[src/rtl/forwarding_unit_pkg.sv]
`default_nettype none
// ============================================================================
//  Module      : forwarding_unit_pkg
//  Description : Shared widths and pipeline record types for forwarding.
//  Revision    : 1.0 - initial release
// ============================================================================
package forwarding_unit_pkg;

    localparam int XLEN      = 64;
    localparam int REG_IDX_W = 5;

    typedef logic [REG_IDX_W-1:0] reg_idx_t;
    typedef logic [XLEN-1:0]      xword_t;

    typedef struct packed {
        logic     valid;
        reg_idx_t rs1;
        reg_idx_t rs2;
        reg_idx_t rd;
        logic     we;
        logic     is_load;
    } ex_rec_t;

    typedef struct packed {
        logic     valid;
        reg_idx_t rd;
        logic     we;
        logic     is_load;
        xword_t   alu_result;
    } mem_rec_t;

    typedef struct packed {
        logic     valid;
        reg_idx_t rd;
        logic     we;
        xword_t   value;
    } wb_rec_t;

    // x0 is hardwired zero, so a record never produces it
    function automatic logic produces(input logic valid, input logic we,
                                      input reg_idx_t rd, input reg_idx_t r);
        return valid & we & (rd == r) & (r != '0);
    endfunction

endpackage
`default_nettype wire

[src/rtl/fwd_select.sv]
`default_nettype none
// ============================================================================
//  Module      : fwd_select
//  Description : Per-operand forwarding match with MEM-over-WB priority.
//  Revision    : 1.0 - initial release
// ============================================================================
module fwd_select
    import forwarding_unit_pkg::*;
(
    input  logic                 ex_valid,
    input  logic [REG_IDX_W-1:0] src,
    input  mem_rec_t             mem_rec,
    input  wb_rec_t              wb_rec,
    output logic                 fwd,
    output logic [XLEN-1:0]      sel,
    output logic                 mem_load_hit
);

    logic w_mem_prod;
    logic w_mem_hit;
    logic w_wb_hit;

    always_comb begin
        w_mem_prod   = produces(mem_rec.valid, mem_rec.we, mem_rec.rd, src);
        // a load in MEM has no data yet; only ALU results forward from MEM
        w_mem_hit    = ex_valid & w_mem_prod & ~mem_rec.is_load;
        w_wb_hit     = ex_valid & produces(wb_rec.valid, wb_rec.we, wb_rec.rd, src);
        mem_load_hit = ex_valid & w_mem_prod & mem_rec.is_load;
        fwd          = w_mem_hit | w_wb_hit;
        if (w_mem_hit) begin
            sel = mem_rec.alu_result;
        end else if (w_wb_hit) begin
            sel = wb_rec.value;
        end else begin
            sel = '0;
        end
    end

endmodule
`default_nettype wire

[src/rtl/forwarding_unit.sv]
`default_nettype none
// ============================================================================
//  Module      : forwarding_unit
//  Description : EX/MEM/WB record tracking, operand forwarding, load-use stall.
//  Revision    : 1.0 - initial release
// ============================================================================
module forwarding_unit
    import forwarding_unit_pkg::*;
(
    input  logic                 clk,
    input  logic                 rstn,
    input  logic                 stall_i,
    input  logic                 flush_i,
    input  logic                 id_valid,
    input  logic                 id_we,
    input  logic                 id_is_load,
    input  logic [REG_IDX_W-1:0] id_rs1,
    input  logic [REG_IDX_W-1:0] id_rs2,
    input  logic [REG_IDX_W-1:0] id_rd,
    input  logic [XLEN-1:0]      ex_alu_result,
    input  logic [XLEN-1:0]      mem_rdata,
    output logic                 forward_a,
    output logic                 forward_b,
    output logic [XLEN-1:0]      rs1_sel,
    output logic [XLEN-1:0]      rs2_sel,
    output logic                 load_use_stall_o
);

    ex_rec_t  r_ex;
    mem_rec_t r_mem;
    wb_rec_t  r_wb;

    logic            w_load_use_stall;
    logic            w_fwd_a;
    logic            w_fwd_b;
    logic [XLEN-1:0] w_sel_a;
    logic [XLEN-1:0] w_sel_b;
    logic            w_mem_load_hit_a;
    logic            w_mem_load_hit_b;

    assign w_load_use_stall = id_valid & r_ex.valid & r_ex.is_load & r_ex.we
                            & (r_ex.rd != '0)
                            & ((r_ex.rd == id_rs1) | (r_ex.rd == id_rs2));

    fwd_select u_fwd_rs1 (
        .ex_valid     (r_ex.valid),
        .src          (r_ex.rs1),
        .mem_rec      (r_mem),
        .wb_rec       (r_wb),
        .fwd          (w_fwd_a),
        .sel          (w_sel_a),
        .mem_load_hit (w_mem_load_hit_a)
    );

    fwd_select u_fwd_rs2 (
        .ex_valid     (r_ex.valid),
        .src          (r_ex.rs2),
        .mem_rec      (r_mem),
        .wb_rec       (r_wb),
        .fwd          (w_fwd_b),
        .sel          (w_sel_b),
        .mem_load_hit (w_mem_load_hit_b)
    );

    // Outputs are forced quiet while reset is held, not only after the edge
    assign forward_a        = rstn & w_fwd_a;
    assign forward_b        = rstn & w_fwd_b;
    assign rs1_sel          = {XLEN{rstn}} & w_sel_a;
    assign rs2_sel          = {XLEN{rstn}} & w_sel_b;
    assign load_use_stall_o = rstn & w_load_use_stall;

    always_ff @(posedge clk) begin
        if (!rstn) begin
            r_ex  <= '0;
            r_mem <= '0;
            r_wb  <= '0;
        end else if (!stall_i) begin
            r_wb.valid       <= r_mem.valid;
            r_wb.rd          <= r_mem.rd;
            r_wb.we          <= r_mem.we;
            r_wb.value       <= r_mem.is_load ? mem_rdata : r_mem.alu_result;
            r_mem.valid      <= r_ex.valid;
            r_mem.rd         <= r_ex.rd;
            r_mem.we         <= r_ex.we;
            r_mem.is_load    <= r_ex.is_load;
            r_mem.alu_result <= ex_alu_result;
            r_ex.valid       <= id_valid & ~flush_i & ~w_load_use_stall;
            r_ex.rs1         <= id_rs1;
            r_ex.rs2         <= id_rs2;
            r_ex.rd          <= id_rd;
            r_ex.we          <= id_we;
            r_ex.is_load     <= id_is_load;
        end
    end

    // The load-use stall must keep a MEM-stage load from ever meeting a consumer
    a_no_mem_load_fwd: assert property (@(posedge clk) disable iff (!rstn)
        !(w_mem_load_hit_a | w_mem_load_hit_b));

endmodule
`default_nettype wire

[config.mk]
export PLATFORM = sky130hd
export DESIGN_NAME = forwarding_unit
export DESIGN_NICKNAME = d
export VERILOG_FILES = /design/src/rtl/forwarding_unit_pkg.sv /design/src/rtl/fwd_select.sv /design/src/rtl/forwarding_unit.sv
export SDC_FILE = /design/constraint.sdc
export NUM_CORES = 1
export LEC_CHECK = 0
export ABC_CLOCK_PERIOD_IN_PS = 2600
export CORE_MARGIN = 3
export CORE_UTILIZATION = 32
export CTS_CLUSTER_DIAMETER = 80
export DETAILED_ROUTE_END_ITERATION = 8
export GPL_ROUTABILITY_DRIVEN = 0
export HOLD_SLACK_MARGIN = 0.15
export PLACE_DENSITY = 0.61
export SLEW_MARGIN = 20
export SYNTH_ARGS = -nofsm -noshare
export SYNTH_HDL_FRONTEND = slang
export SYNTH_HIERARCHICAL = 1
export SYNTH_SLANG_ARGS = --single-unit
export TNS_END_PERCENT = 50
[constraint.sdc]
create_clock -name clk -period 2.6 [get_ports clk]
set_clock_uncertainty 0.2 [all_clocks]
set_input_delay 0.78 -clock clk [delete_from_list [all_inputs] [get_ports clk]]
set_output_delay 0.78 -clock clk [all_outputs]
set_load 0.05 [all_outputs]
==> impl_metrics.ini <==
[routing]
first_iter_violations = 523
vias = 10100
dr.pass1.iters = 5
top_layer = met5
drc = 0
drtAntennaViolNets = 0
post_drt_wl_per_cell_um = 19.1
wl_met1_um = 17600
drt-vias-per-instance = 4.93
wl_met2_um = 18700
finalWirelength_um = 39200
routed-wl-met3_um = 2260

[setup_path]
worstSetupStartpoint = r_ex[13]
cp.depth = 10
reg2reg_depth = 4
worst-path-max-fanout = 8
worst-path-buf-inv = 5
crit_chain = buf_6, xor2_1, nor4_2, buf_4, nand4b_4, buf_12, buf_16, mux2i_2, and2_4, buf_12
slowest_delay_ps = 330
worstPathArrival_ps = 2580
start_kind = register
reg2reg_from = r_mem[64]
critPathKind = register to primary output
r2r_slack_ps = 720
crit_path_end = rs1_sel[30]
crit_path_top_delay_cell = dfxtp_2
crit_required_ps = 1620
crit_family = buffers and inverters
r2r-end = r_wb[42]
worst_setup_path_end_kind = primary output
crit_top_cell = buf_12

[power]
power_frac_clock_pct = 40.5
internal-power_w = 0.00468
switching_share_pct = 28.8
power_switching_w = 0.00190
p_leak_nw = 7.60
combPwrFrac_pct = 18.3
p_per_area_nw_per_um2 = 374
ir_drop_uv = 385
seqPwrFrac_pct = 41.2

[floorplan]
start_util_pct = 32.8
die_height_um = 193
die_w_um = 193
die_area_um2 = 37100
rows = 67
ios = 281
coreArea_um2 = 34000

[final_layout]
n_fill_cell = 3085
fin_util_pct = 51.8
drive_above_1_share_pct = 27.9
syn2layout_area_growth_pct = 57.9
layout.nets = 1745

[grt]
grt_pass1_vias = 10500
antenna_found_initial = 1
grt_start_max_net_pins = 66
grt_pass1_wl_um = 59600
track_usage_pct = 20.4
grt_overflow = 0

[timing]
setup_viol = 131
relSlewSlack_pct = 44.6
worst_slew_pin_slew_ps = 832
fin_crit_sh_pct = 137
finalWorstSetupSlack_ps = -965
period_needed_ps = 3560
slew_viol_final = 0
max_freq_mhz = 281
rsz0062_at_grt = true
hold_violations = 0

[synth]
ys_warn_count = 6
synth_fp_nets = 1455
synthCells = 1305
syn_area_per_cell_um2 = 8.54
synth_area_um2 = 11100

[placed_design]
portBuffers = 280
dpl.hpwl_um = 25000
dpl_worst_slack_ps = -542

[hold_path]
hold_depth = 2
min_path_type = register to register

[clock_network]
cts_buffers = 17
cts_max_path_buffers = 2
clkTransAtPathRegs_ps = 70
cts_tree = built
htreeDepth = 4
cts-root-buf = clkbuf_16
cts_sinks = 161
clock_latency_ps = 420

[run]
max_cap_violations = 0

[run_status]
failed_checks = setup timing
outcome = finished, violations left
==> area by class of cell <==
class                      count  area, µm²  share of cell area [%]
multi-input combinational    896       7080                    40.2
timing repair buffer         391       5620                    32.0
sequential                   161       3240                    18.4
tap                          448        561                    3.19
inverter                     128        480                    2.73
clock buffer                  18        439                    2.50
clock inverter                14        168                   0.954
antenna                        1       2.50                  0.0142
==> stage by stage <==
stage	total power [W]	hold slack (ps)	instances	TNS [ps]	instance area, µm²
2_1_floorplan	0.00335	292	1305	-40020	11300
3_3_place_gp	0.00388	310	2001	-53180	16100
3_5_place_dp	0.00389	326	2001	-54890	16100
4_1_cts	0.00664	343	2055	-115200	17400
5_1_grt	0.00686	377	2056	-124590	17600
6_report	0.00658	341	2057	-112950	17600
==> flip-flops by register name, indices dropped and copies added, names as in the netlist <==
| name | cells |
|---|---|
| r_wb | 71 |
| r_ex | 18 |
| r_mem | 72 |
==> metal layers <==
layer | GRT usage (%) | vias to the layer above
met5 | 0 | -
met4 | 6.22 | 2
met3 | 4.32 | 43
met2 | 34.4 | 297
met1 | 26.2 | 4844
li1 | - | 4960
==> power by group through the flow <==
stage	clock [W]	sequential, W	combinational (W)
finish	0.00266	0.00271	0.00121
global placement	0	0.00275	0.00112
floorplan	0	0.00273	0.000617
global route	0.00283	0.00273	0.00130
CTS	0.00275	0.00271	0.00117
detailed placement	0	0.00276	0.00113
==> worst min-delay path, delay by kind of cell (launching register included) <==
kind             cells  cell delay, ps
flip-flops           1             340
multiplexers         1              80
AND/OR/NAND/NOR      1              90
==> layout by cell type (no fill, tap or decap), types with 8 or more instances in the layout <==
cell,count
buf_6,8
xnor2_1,14
buf_12,160
dfxtp_2,8
buf_4,60
clkdlybuf4s50_1,144
xor2_1,16
nand4_1,129
nand2_1,68
o21ai_1,65
nor2b_1,96
mux2i_1,268
buf_16,11
inv_1,128
clkbuf_16,20
dfxtp_1,152
mux2i_2,12
mux2i_4,8
and2_1,64
and2_4,130
==> what timing repair did <==
item / 4_1_cts / 5_1_grt
setup endpoints to repair: 131 / 131
resized for setup: 99 / 42
hold buffers: 0 / 0
buffers inserted: 12 / 1
pin swaps: 17 / 13
cloned: 10 / 3
==> worst min path at each step <==
| stage | startpoint | endpoint | slack, ps |
|---|---|---|---|
| finish | r_wb[64] | r_wb[64] | 340 |
| floorplan | r_wb[64] | r_wb[64] | 290 |
| global placement | r_wb[70] | r_wb[70] | 310 |
| CTS | r_wb[64] | r_wb[64] | 340 |
| global route | r_mem[31] | r_mem[31] | 380 |
| detailed placement | r_wb[64] | r_wb[64] | 330 |
(Power assumes the default switching activity.)
